File: src/rtl/seq_multiplier_if.sv
// Handshake and result bundle for the sequential shift-and-add multiplier.
// The master drives the operands and start; the slave returns status and the product.
interface seq_multiplier_if #(
    parameter int N = 8
);
    logic           start;
    logic [N-1:0]   a;
    logic [N-1:0]   b;
    logic           busy;
    logic           done;
    logic [2*N-1:0] result;
    logic           zero;
    logic           overflow;

    modport master (
        output start, a, b,
        input  busy, done, result, zero, overflow
    );

    modport slave (
        input  start, a, b,
        output busy, done, result, zero, overflow
    );
endinterface

File: src/rtl/seq_multiplier.sv
// Unsigned N x N shift-and-add multiplier with a fixed N-cycle calculation phase.
// A registered 2N-bit product is published for one DONE cycle and held until the next.
module seq_multiplier #(
    parameter int N = 8
) (
    input  logic             clk,
    input  logic             rst,
    seq_multiplier_if.slave  bus
);
    localparam int CNT_W = $clog2(N + 1);

    localparam logic [1:0] IDLE = 2'd0;
    localparam logic [1:0] CALC = 2'd1;
    localparam logic [1:0] DONE = 2'd2;

    logic [1:0]       state;
    logic [2*N-1:0]   mcand;
    logic [N-1:0]     mplier;
    logic [2*N-1:0]   acc;
    logic [CNT_W-1:0] cnt;
    logic [2*N-1:0]   result_q;
    logic [2*N-1:0]   acc_next;

    // One partial-product step; the sum wraps modulo 2^(2N) by construction.
    function automatic logic [2*N-1:0] add_partial(
        input logic [2*N-1:0] acc_in,
        input logic [2*N-1:0] mcand_in,
        input logic           bit_in
    );
        return bit_in ? (acc_in + mcand_in) : acc_in;
    endfunction

    always_comb begin
        acc_next = add_partial(acc, mcand, mplier[0]);
    end

    always_ff @(posedge clk) begin
        if (rst) begin
            state    <= IDLE;
            mcand    <= '0;
            mplier   <= '0;
            acc      <= '0;
            cnt      <= '0;
            result_q <= '0;
        end else begin
            case (state)
                IDLE: begin
                    if (bus.start) begin
                        mcand  <= {{N{1'b0}}, bus.a};
                        mplier <= bus.b;
                        acc    <= '0;
                        cnt    <= '0;
                        state  <= CALC;
                    end
                end
                CALC: begin
                    acc    <= acc_next;
                    mcand  <= mcand << 1;
                    mplier <= mplier >> 1;
                    cnt    <= cnt + CNT_W'(1);
                    // Last step: the product leaves in the same edge that enters DONE.
                    if (cnt == CNT_W'(N - 1)) begin
                        result_q <= acc_next;
                        state    <= DONE;
                    end
                end
                DONE: begin
                    state <= IDLE;
                end
                default: begin
                    state <= IDLE;
                end
            endcase
        end
    end

    assign bus.busy     = (state == CALC) || (state == DONE);
    assign bus.done     = (state == DONE);
    assign bus.result   = result_q;
    assign bus.zero     = (result_q == '0);
    assign bus.overflow = |result_q[2*N-1:N];
endmodule

File: src/flat_wrapper.sv
// flat-port wrapper written by rule: the top's interface ports become plain ports
module seq_multiplier_flat 
#(
    parameter int N = 8
)
  (clk, rst, bus_start, bus_a, bus_b, bus_busy, bus_done, bus_result, bus_zero, bus_overflow);
  seq_multiplier_if #(.N(N)) bus_i ();
  input  logic clk;
  input  logic rst;
  input wire logic [$bits(bus_i.start)-1:0] bus_start;
  input wire logic [$bits(bus_i.a)-1:0] bus_a;
  input wire logic [$bits(bus_i.b)-1:0] bus_b;
  output wire logic [$bits(bus_i.busy)-1:0] bus_busy;
  output wire logic [$bits(bus_i.done)-1:0] bus_done;
  output wire logic [$bits(bus_i.result)-1:0] bus_result;
  output wire logic [$bits(bus_i.zero)-1:0] bus_zero;
  output wire logic [$bits(bus_i.overflow)-1:0] bus_overflow;
  assign bus_i.start = bus_start;
  assign bus_i.a = bus_a;
  assign bus_i.b = bus_b;
  assign bus_busy = bus_i.busy;
  assign bus_done = bus_i.done;
  assign bus_result = bus_i.result;
  assign bus_zero = bus_i.zero;
  assign bus_overflow = bus_i.overflow;
  seq_multiplier #(.N(N)) u_core (.clk(clk), .rst(rst), .bus(bus_i));
endmodule
File: config.mk
export PLATFORM = sky130hd
export DESIGN_NAME = seq_multiplier_flat
export DESIGN_NICKNAME = d
export VERILOG_FILES = /design/src/rtl/seq_multiplier_if.sv /design/src/rtl/seq_multiplier.sv /design/src/flat_wrapper.sv
export SDC_FILE = /design/constraint.sdc
export NUM_CORES = 1
export LEC_CHECK = 0
export BUFFER_PORTS_ARGS = -buffer_cell sky130_fd_sc_hd__buf_2
export CAP_MARGIN = 25
export CELL_PAD_IN_SITES_DETAIL_PLACEMENT = 0
export CELL_PAD_IN_SITES_GLOBAL_PLACEMENT = 1
export CORE_MARGIN = 2
export CORE_UTILIZATION = 44
export CTS_CLUSTER_DIAMETER = 80
export CTS_CLUSTER_SIZE = 10
export DETAILED_ROUTE_END_ITERATION = 6
export GPL_ROUTABILITY_DRIVEN = 0
export GPL_TIMING_DRIVEN = 0
export PLACE_DENSITY = 0.9
export SETUP_SLACK_MARGIN = 0.15
export SLEW_MARGIN = 10
export SYNTH_ARGS = -nofsm -noshare
export SYNTH_HDL_FRONTEND = slang
export SYNTH_SLANG_ARGS = --single-unit
File: constraint.sdc
create_clock -name clk -period 2.86 [get_ports clk]
set_input_delay 0.286 -clock clk [delete_from_list [all_inputs] [get_ports clk]]
set_output_delay 0.286 -clock clk [all_outputs]
set_load 0.005 [all_outputs]
Yosys cells after proc, flatten, opt, wreduce, memory -nomap -nowiden:

Cells that the tools add are included.

* add/subtract/negate cells: 2
* muxes and demuxes: 12
* equality and inequality tests: 5
* reduce and logical (&&, ||, !) cells: 8

Operator list (count)
* case mux 16 bit (2 select lines): 2
* 2-to-1 mux 16 bit: 3
* adder 16 bit: 1
* zero test 16 bit: 1
* case mux 8 bit (2 select lines): 1
* 2-to-1 mux 8 bit: 1
* case mux 4 bit (2 select lines): 1
* OR reduction 8 bit: 1
* AND reduction 2 bit: 3
* adder 4 x 1 -> 4 bit (second input constant): 1
* equality test 4 x 3 -> 1 bit (second input constant): 1
* 2-to-1 mux 2 bit: 2
* 2-to-1 mux 4 bit: 1
* case mux 2 bit (2 select lines): 1
* equality test 2 x 1 -> 1 bit (second input constant): 1
* equality test 2 bit (second input constant): 1
* zero test 2 bit: 1
* != test 2 x 1 -> 1 bit (second input constant): 1
* != test 2 bit (second input constant): 1
* nonzero test 2 bit: 1
* logical OR 1 bit: 1

* flip-flop bits (word level): 62
* bits of input ports: 19
* word-level logic and storage cells: 33
* output and inout bits: 20

Logic depth before layout (Yosys ltp):

Gate-level depths: netlist of run 1.

* word-level depth: 3
* depth in mapped cells: 10
* depth with buffers taken out: 9

Worst setup path before layout of run 1:

OpenSTA, ideal clock, no wires.

* path kind: reg-to-reg
* start: register u_core.acc[0]
* end: register u_core.result_q[10] (netlist: u_core.bus.result[10])
* path buffers: 0
* cell stages (with the launch flop): 10
* period minus slack after synthesis: 2.123 ns
* setup time: 0.086 ns
* slack: 0.737 ns
* arrival: 2.038 ns
* required time: 2.774 ns
* path through: dfxtp_1 -> ha_1 -> fa_1 -> a21oi_1 -> o211ai_2 -> a21boi_1 -> o21ai_0 -> xor2_1 -> mux2i_1 -> a211oi_1

* cells in the longest elaborated chain, start to end: 2

RTL lines
* start: declaration: RTL line seq_multiplier.sv:19 `logic [2*N-1:0] acc;`
* start signal: assignment: RTL line seq_multiplier.sv:57 `acc <= acc_next;`
* adder 16 bit: RTL line seq_multiplier.sv:30 `return bit_in ? (acc_in + mcand_in) : acc_in;`
* 2-to-1 mux 16 bit: RTL line seq_multiplier.sv:30
* end signal: assignment: RTL line seq_multiplier.sv:63 `result_q <= acc_next;`
* end: declaration: RTL line seq_multiplier.sv:21 `logic [2*N-1:0] result_q;`

Every way passes these cells.
A chain may end at the register's enable or synchronous reset.

Worst setup path after layout of run 1:

* start: register u_core.mcand[0]
* end: register u_core.result_q[10] (netlist: u_core.bus.result[10])

* cells in the longest elaborated chain, start to end: 2

RTL lines
* start: declaration: RTL line seq_multiplier.sv:17 `logic [2*N-1:0] mcand;`
* start signal: assignment: RTL line seq_multiplier.sv:49 `mcand <= {{N{1'b0}}, bus.a};`
* start signal: assignment: RTL line seq_multiplier.sv:58 `mcand <= mcand << 1;`
* adder 16 bit: RTL line seq_multiplier.sv:30
* 2-to-1 mux 16 bit: RTL line seq_multiplier.sv:30

Every way passes these cells.

==> results of run 1 <==
sequential cells by signal (all words and copies together), names as in the netlist:
name	count
u_core.mplier	8
u_core.state	2
u_core.acc	16
u_core.bus.result	16
u_core.mcand	16
u_core.cnt	4
tightest hold or removal path, stage by stage:
cell,delay (ns)
buf_2,0.09
nand4_1,0.07
a21oi_1,0.07
logic make-up (layout without fill, tap and decap cells):
family / count (synthesis) / in the layout / synth area share (%)
adder cells (fa/ha/maj): 20 / 20 / 7.52
buffers and inverters: 35 / 89 / 4.42
AND/OR/NAND/NOR: 134 / 134 / 17.8
XOR/XNOR: 12 / 12 / 3.07
flip-flops: 62 / 62 / 36.2
multiplexers: 18 / 18 / 5.26
AO/OA/AOI/OAI: 125 / 125 / 25.7
per-layer routing:
layer / vias to the layer above / part of all wire (%) / GRT usage, %
li1: 1579 / - / -
met2: 84 / 46 / 34.9
met3: 12 / 4.3 / 3.62
met4: 0 / 1.3 / 6.97
met1: 1481 / 49 / 27.8
met5: - / 0 / 0
power breakdown:
part | total [µW] | switching, µW | internal [µW]
clock | 710 | 350 | 360
sequential | 927 | 30.2 | 897
combinational | 287 | 184 | 104
Yosys cell counts (all sizes together):
| cell | n | share of area (%) |
|---|---|---|
| a31oi | 3 | 0.55 |
| o21ai | 19 | 2.9 |
| and2b | 1 | 0.26 |
| dfxtp | 62 | 36 |
| clkbuf | 18 | 2.0 |
| o21ba | 1 | 0.29 |
| a32o | 1 | 0.29 |
| inv | 9 | 0.99 |
| nor3b | 1 | 0.22 |
| nor3 | 5 | 0.73 |
| or3 | 1 | 0.18 |
| a21o | 5 | 1.1 |
| buf | 8 | 1.5 |
| a41oi | 1 | 0.47 |
| o211ai | 6 | 1.9 |
| nand2 | 19 | 2.1 |
| o21bai | 2 | 0.44 |
| o21a | 1 | 0.22 |
| a22o | 5 | 1.3 |
| a21boi | 1 | 0.22 |
| nand3 | 6 | 0.88 |
| a31o | 1 | 0.26 |
| nand3b | 12 | 2.6 |
| nor4 | 4 | 0.73 |
| o211a | 1 | 0.29 |
| fa | 1 | 0.58 |
| ha | 19 | 6.9 |
| nand2b | 2 | 0.37 |
| or2 | 1 | 0.18 |
| nor2b | 2 | 0.37 |
| nand4 | 2 | 0.37 |
| xor2 | 6 | 1.5 |
| nor2 | 76 | 8.4 |
| and3 | 2 | 0.40 |
| a22oi | 16 | 3.5 |
| mux2i | 18 | 5.3 |
| a21oi | 31 | 4.5 |
| a2111oi | 10 | 2.6 |
| xnor2 | 6 | 1.5 |
| a211oi | 21 | 4.9 |
path summary, 6_finish.rpt:
kind,end,depth (start not counted)
max,u_core.bus.result[10],9
max reg2reg,u_core.bus.result[10],9
min,u_core.mplier[7],3
min reg2reg,u_core.bus.result[2],2
stage by stage:
step / area [µm²] / power (µW) / worst slack, ns / util, %
6_report: 3930 / 1920 / 0.403 / 51.4
3_5_place_dp: 3740 / 1230 / 0.405 / 49.0
3_3_place_gp: 3740 / 1220 / 0.455 / 49.0
4_1_cts: 3930 / 1940 / 0.390 / 51.4
5_1_grt: 3930 / 2020 / 0.252 / 51.4
2_1_floorplan: 3430 / 1150 / 0.737 / -
layout make-up:
class / instances / share of cell area [%]
Multi-Input combinational cell: 309 / 51.8
Buffer: 26 / 2.99
Timing Repair Buffer: 38 / 4.84
Tap cell: 102 / 3.25
Clock inverter: 5 / 0.860
Clock buffer: 11 / 3.85
Sequential cell: 62 / 31.6
Inverter: 9 / 0.860
==> results.py, run 1 <==
metrics = {
    "timing": {
        "max_freq_ghz": 0.407,
        "setup_viol": 0,
        "fin_tns_setup_ns": 0,
        "slew_violations": 0,
        "hold_viol": 0,
        "skew_ns": 0.00687,
        "period_needed_ns": 2.46,
        "tightestPinTransition_ns": 0.796,
        "fin_crit_sh_pct": 85.9,
        "relSlewSlack_pct": 46.9,
        "rsz0062_at_grt": "false",
        "hold_slack_ns": 0.246,
    },
    "cts": {
        "numCtsBuffers": 9,
        "ctsHoldBuffers": 0,
        "cts_buffer_depth": 2,
        "cts_setup_buffers": 0,
        "cts.sinks": 62,
        "insertion_delay_ns": 0.33,
        "cts_resized": 0,
        "cts.reportedPaths.clkPinSlew_ns": 0.07,
        "htreeDepth": 3,
        "cts_tree": "yes",
        "cts_root_buf": "clkbuf_8",
    },
    "worst_hold_path": {
        "hp-start": "bus_b[7]",
        "min_path_type": "input port to flop",
    },
    "drt": {
        "route.detailed.drc": 0,
        "antenna_left": 0,
        "vias": 3156,
        "wirelength_um": 8460,
        "drt-pass1-iter-count": 5,
        "wl_per_cell_um": 15.1,
        "drtIter0Drc": 166,
        "routed_via_density": 5.62,
    },
    "floorplanning": {
        "fp.dieW_um": 92.2,
        "row_count": 32,
        "fp.dieArea_mm2": 0.00851,
        "io_pins": 39,
        "start_util_pct": 44.8,
        "dieHeight_um": 92.2,
        "core_area_mm2": 0.00765,
    },
    "yosys": {
        "syn_nets": 445,
        "yosys_warnings": 0,
        "synth_seq_area_share_pct": 36.2,
        "synth_cell_types": 50,
        "synth_area_per_cell_um2": 8.44,
        "synth_area_mm2": 0.00343,
        "synth_cells": 406,
        "synth_seq_cells": 62,
    },
    "setup_path": {
        "critPathMaxStageDelay_ns": 0.41,
        "critical_path.max_fanout": 4,
        "crit_family": "compound AO/OA/AOI/OAI gates",
        "cp-start-kind": "flop",
        "rr_startpoint": "u_core.mcand[0]",
        "path_cells": "ha_1 > fa_1 > a21oi_1 > o211ai_2 > a21boi_1 > o21ai_0 > xor2_1 > mux2i_1 > a211oi_1",
        "cp.required_ns": 3.11,
        "path_class": "flop to flop",
        "rrSetupSlack_ns": 0.40,
        "crit_path_end_kind": "flop",
        "startpoint": "u_core.mcand[0]",
        "crit_buf_inv": 0,
        "arrival_ns": 2.71,
        "cp_slowest_cell": "fa_1",
    },
    "grt": {
        "grt_use_total_pct": 21.1,
        "grt_max_degree": 12,
        "grt_pass1_wl_um": 14400,
        "grt_pass1_vias": 3105,
        "antenna_found_initial": 0,
        "grt_overflow": 0,
    },
    "final_layout": {
        "layout_common_cells": "nor2_1, dfxtp_1, buf_2, a21oi_1",
        "synthToLayoutAreaGrowth_pct": 14.7,
        "diodes": 0,
        "register_area_mm2": 0.00124,
        "final_common_cell": "nor2_1",
        "n_fill_cell": 746,
        "multiInputGateArea_mm2": 0.00203,
        "final_cells": 562,
        "nets": 494,
        "drive_gt1_share_pct": 16.5,
    },
    "power": {
        "p_leak_uw": 0.00163,
        "ir_drop_v": 0.000309,
        "power_density_mw_per_mm2": 490,
    },
    "outcome": {
        "status": "finished clean",
    },
    "job": {
        "drv_cap": 0,
    },
    "placed_design": {
        "port_buffers": 38,
        "dp.cells": 546,
        "dp_hpwl_um": 6390,
    },
}
No activity file was read; power rests on OpenSTA's default activity.
==> run 2: changes to the inputs <==
--- a/config.mk
+++ b/config.mk
@@ -10,13 +10,14 @@
 export CELL_PAD_IN_SITES_DETAIL_PLACEMENT = 0
 export CELL_PAD_IN_SITES_GLOBAL_PLACEMENT = 1
 export CORE_MARGIN = 2
-export CORE_UTILIZATION = 44
+export CORE_UTILIZATION = 46
+export CTS_BUF_LIST = sky130_fd_sc_hd__clkbuf_4
 export CTS_CLUSTER_DIAMETER = 80
 export CTS_CLUSTER_SIZE = 10
 export DETAILED_ROUTE_END_ITERATION = 6
 export GPL_ROUTABILITY_DRIVEN = 0
 export GPL_TIMING_DRIVEN = 0
-export PLACE_DENSITY = 0.9
+export PLACE_DENSITY = 0.93
 export SETUP_SLACK_MARGIN = 0.15
 export SLEW_MARGIN = 10
 export SYNTH_ARGS = -nofsm -noshare
==> constraint.sdc (replaced) <==
create_clock -name clk -period 2.86 [get_ports clk]
set_input_delay 0.143 -clock clk [delete_from_list [all_inputs] [get_ports clk]]
set_output_delay 0.143 -clock clk [all_outputs]
set_load 0.005 [all_outputs]
==> run 2 against run 1 <==
Net effect: routed wire length shrank 2.0%; register-to-register slack lost 0.05 ns; sequential share of layout area increased by 0.42 points.
==> results.py, run 2 (synthesized netlist as in run 1, its figures left out) <==
metrics = {
    "outcome": {
        "status": "finished clean",
    },
    "timing": {
        "fin_ws_ns": 0.353,
        "period_needed_ns": 2.51,
        "rsz0062_at_grt": "false",
        "slew_violations": 0,
        "tightestPinTransition_ns": 0.736,
        "relSlewSlack_pct": 50.6,
        "fin_crit_sh_pct": 87.7,
        "max_freq_ghz": 0.399,
        "setup_viol": 0,
        "hold_viol": 0,
        "skew_ns": 0.00765,
        "fin_tns_setup_ns": 0,
    },
    "setup_path": {
        "critPathMaxStageDelay_ns": 0.42,
        "crit_family": "compound AO/OA/AOI/OAI gates",
        "critical_path.max_fanout": 4,
        "path_class": "flop to flop",
        "path_cells": "ha_1 > fa_1 > a21oi_1 > o211ai_2 > a21boi_1 > o21ai_0 > xor2_1 > mux2i_1 > a211oi_1",
        "arrival_ns": 2.84,
        "cp.required_ns": 3.19,
        "crit_path_end_kind": "flop",
        "cp_slowest_cell": "fa_1",
        "cp-start-kind": "flop",
        "rrSetupSlack_ns": 0.35,
        "crit_buf_inv": 0,
    },
    "floorplanning": {
        "core_area_mm2": 0.00721,
        "fp.dieArea_mm2": 0.00815,
        "fp.dieW_um": 90.3,
        "dieHeight_um": 90.3,
        "start_util_pct": 47.5,
        "row_count": 31,
        "io_pins": 39,
    },
    "drt": {
        "wirelength_um": 8300,
        "drtIter0Drc": 197,
        "vias": 3100,
        "wl_per_cell_um": 14.8,
        "routed_via_density": 5.54,
        "route.detailed.drc": 0,
        "antenna_left": 0,
        "drt-pass1-iter-count": 4,
    },
    "grt": {
        "grt_pass1_wl_um": 14100,
        "grt_use_total_pct": 21.2,
        "grt_pass1_vias": 3022,
        "grt_max_degree": 11,
        "grt_overflow": 0,
        "antenna_found_initial": 0,
    },
    "cts": {
        "cts.reportedPaths.clkPinSlew_ns": 0.10,
        "cts_buffer_depth": 2,
        "insertion_delay_ns": 0.41,
        "cts_root_buf": "clkbuf_4",
        "htreeDepth": 3,
        "numCtsBuffers": 9,
        "cts_setup_buffers": 0,
        "cts.sinks": 62,
        "cts_tree": "yes",
    },
    "worst_hold_path": {
        "min_path_type": "input port to flop",
    },
    "final_layout": {
        "layout_common_cells": "nor2_1, dfxtp_1, buf_2, a21oi_1",
        "fin_util_pct": 53.7,
        "drive_gt1_share_pct": 16.1,
        "nets": 495,
        "final_common_cell": "nor2_1",
        "diodes": 0,
        "synthToLayoutAreaGrowth_pct": 13.2,
    },
    "power": {
        "power_density_mw_per_mm2": 463,
        "ir_drop_v": 0.000293,
        "p_leak_uw": 0.00162,
    },
    "placed_design": {
        "port_buffers": 38,
        "dpl_worst_slack_ns": 0.404,
        "dp_hpwl_um": 6270,
    },
    "job": {
        "drv_cap": 0,
    },
}
[run 2: timing repair]
| action | 4_1_cts | 5_1_grt |
|---|---|---|
| hold endpoints to repair | 1 | 0 |
| hold buffers | 1 | 0 |
| resized for setup | 0 | 0 |
[run 2: worst register-to-register path: cells and delay by family, from the launching register on]
family,cells,cell delay [ns]
AOI/OAI and AO/OA,5,1.10
xor gates and xnor gates,1,0.19
adders and majority gates,2,0.66
DFF,1,0.37
muxes,1,0.10
[run 2: cell type report]
cell class | count | area, µm²
fill | 718 | 3340
multi-input combinational | 309 | 2030
sequential | 62 | 1240
timing repair buffer | 39 | 200
tap | 99 | 124
buffer | 26 | 118
clock buffer | 10 | 75.1
clock inverter | 6 | 52.6
inverter | 9 | 33.8
[run 2: final timing paths]
| kind | startpoint | endpoint | cells past startpoint |
|---|---|---|---|
| max | u_core.mcand[0] | u_core.bus.result[10] | 9 |
| min | bus_b[5] | u_core.mplier[5] | 3 |
| max reg2reg | u_core.mcand[0] | u_core.bus.result[10] | 9 |
| min reg2reg | u_core.mplier[7] | u_core.mplier[7] | 2 |
[run 2: layer usage]
metal | wire [µm] | part of all wire (%) | vias to the layer above | global-route usage, %
li1 | - | - | 1583 | -
met1 | 4000 | 48 | 1442 | 27.6
met2 | 3820 | 46 | 70 | 35.7
met3 | 411 | 5.0 | 5 | 5.09
met4 | 67 | 0.81 | 0 | 4.62
met5 | 0 | 0 | - | 0
[run 2: through the flow]
step	hold slack (ns)	area, µm²	power, µW	std cells
3_5_place_dp	0.432	3740	1230	543
6_report	0.0646	3880	1800	560
3_3_place_gp	0.433	3740	1220	543
5_1_grt	0.0917	3880	1880	560
4_1_cts	0.0636	3880	1810	560
2_1_floorplan	0.301	3430	1150	406
[run 2: power breakdown]
group	total (µW)	switching [µW]	internal (µW)
registers	926	29.8	897
clock network	582	316	266
logic	287	182	104
total	1800	528	1270
==> run 3: changes to the inputs <==
--- a/config.mk
+++ b/config.mk
@@ -17,6 +17,7 @@
 export DETAILED_ROUTE_END_ITERATION = 6
 export GPL_ROUTABILITY_DRIVEN = 0
 export GPL_TIMING_DRIVEN = 0
+export MAX_ROUTING_LAYER = met4
 export PLACE_DENSITY = 0.93
 export SETUP_SLACK_MARGIN = 0.15
 export SLEW_MARGIN = 10
==> run 3 against run 2 <==
Net effect: global-route usage up 0.62 points; setup slack about the same; critical path depth unchanged; critical path type unchanged; sequential share of layout area unchanged; register-to-register slack about the same.
==> results.py, run 3 (synthesized netlist as in run 1, its figures left out) <==
metrics = {
    "timing": {
        "slew_violations": 0,
        "rsz0062_at_grt": "false",
        "hold_slack_ns": 0.0643,
        "fin_crit_sh_pct": 87.7,
        "fin_tns_setup_ns": 0,
        "skew_ns": 0.00790,
        "max_freq_ghz": 0.399,
        "hold_viol": 0,
        "fin_ws_ns": 0.353,
        "setup_viol": 0,
        "relSlewSlack_pct": 50.9,
        "period_needed_ns": 2.51,
        "tightestPinTransition_ns": 0.731,
    },
    "cts": {
        "insertion_delay_ns": 0.41,
        "cts_setup_buffers": 0,
        "cts_root_buf": "clkbuf_4",
        "cts_tree": "yes",
        "ctsHoldBuffers": 1,
        "cts_buffer_depth": 2,
        "cts.sinks": 62,
        "htreeDepth": 3,
        "cts_resized": 0,
        "numCtsBuffers": 9,
        "cts.reportedPaths.clkPinSlew_ns": 0.10,
    },
    "drt": {
        "antenna_left": 0,
        "drt-pass1-iter-count": 4,
        "vias": 3118,
        "wirelength_um": 8300,
        "drtIter0Drc": 208,
        "routed_via_density": 5.57,
        "route.detailed.drc": 0,
        "wl_per_cell_um": 14.8,
    },
    "grt": {
        "grt_overflow": 0,
        "grt_max_degree": 11,
        "grt_pass1_vias": 3016,
        "antenna_found_initial": 0,
        "grt_use_total_pct": 21.8,
        "grt_pass1_wl_um": 14200,
    },
    "setup_path": {
        "crit_buf_inv": 0,
        "cp.required_ns": 3.19,
        "arrival_ns": 2.84,
        "critical_path.max_fanout": 4,
        "path_class": "flop to flop",
        "path_cells": "ha_1 > fa_1 > a21oi_1 > o211ai_2 > a21boi_1 > o21ai_0 > xor2_1 > mux2i_1 > a211oi_1",
        "crit_family": "compound AO/OA/AOI/OAI gates",
        "cp_slowest_cell": "fa_1",
        "crit_path_end_kind": "flop",
        "cp-start-kind": "flop",
        "critPathMaxStageDelay_ns": 0.42,
    },
    "final_layout": {
        "diodes": 0,
        "layout_common_cells": "nor2_1, dfxtp_1, buf_2, a21oi_1",
        "synthToLayoutAreaGrowth_pct": 13.2,
        "final_common_cell": "nor2_1",
        "drive_gt1_share_pct": 16.1,
        "final_cells": 560,
        "nets": 495,
    },
    "power": {
        "p_leak_uw": 0.00162,
        "ir_drop_v": 0.000292,
        "total_power_uw": 1800,
        "power_density_mw_per_mm2": 463,
    },
    "placed_design": {
        "dpl_worst_slack_ns": 0.404,
        "dp_hpwl_um": 6270,
        "port_buffers": 38,
        "dp.cells": 543,
    },
    "floorplanning": {
        "dieHeight_um": 90.3,
        "core_area_mm2": 0.00721,
        "io_pins": 39,
        "row_count": 31,
        "fp.dieW_um": 90.3,
        "start_util_pct": 47.5,
        "fp.dieArea_mm2": 0.00815,
    },
    "outcome": {
        "status": "finished clean",
    },
    "job": {
        "drv_cap": 0,
    },
    "worst_hold_path": {
        "min_path_type": "input port to flop",
    },
}
## run 3: cell counts in the layout (fill, tap and decap cells not counted)
Identical to the previous run, type by type.
## run 3: through the flow
step | utilization [%] | instance area [µm²]
after CTS | 53.7 | 3880
final | 53.7 | 3880
after global placement | 51.8 | 3740
after floorplan | - | 3430
after detailed placement | 51.8 | 3740
after global routing | 53.7 | 3880
## run 3: worst paths after layout
| check | start | cells after the start | slack (ns) | end |
|---|---|---|---|---|
| hold reg to reg | u_core.mplier[7] | 2 | 0.47 | u_core.mplier[7] |
| setup / recovery | u_core.mcand[0] | 9 | 0.35 | u_core.bus.result[10] |
| hold / removal | bus_b[5] | 3 | 0.06 | u_core.mplier[5] |
| setup reg to reg | u_core.mcand[0] | 9 | 0.35 | u_core.bus.result[10] |
## run 3: report_power, final
part / switching [µW] / internal (µW)
Clock: 316 / 266
Sequential: 30.0 / 897
Combinational: 183 / 104
## run 3: layout make-up
| type | instances | area, µm² |
|---|---|---|
| sequential | 62 | 1240 |
| timing repair buffer | 39 | 200 |
| clock buffer | 10 | 75.1 |
| buffer | 26 | 118 |
| inverter | 9 | 33.8 |
| tap | 99 | 124 |
| clock inverter | 6 | 52.6 |
| multi-input combinational | 309 | 2030 |
| fill | 718 | 3340 |
## run 3: tightest hold or removal path: cells and delay by family
kind	cells	cell delay (ns)
compound gates	1	0.08
mux	1	0.12
buf+inv	1	0.09
## run 3: layer usage
layer  GRT usage [%]  routed length [µm]
met5               -                   0
met4            4.62                  81
met3            5.09                 399
met2            35.7                3820
met1            27.7                3990
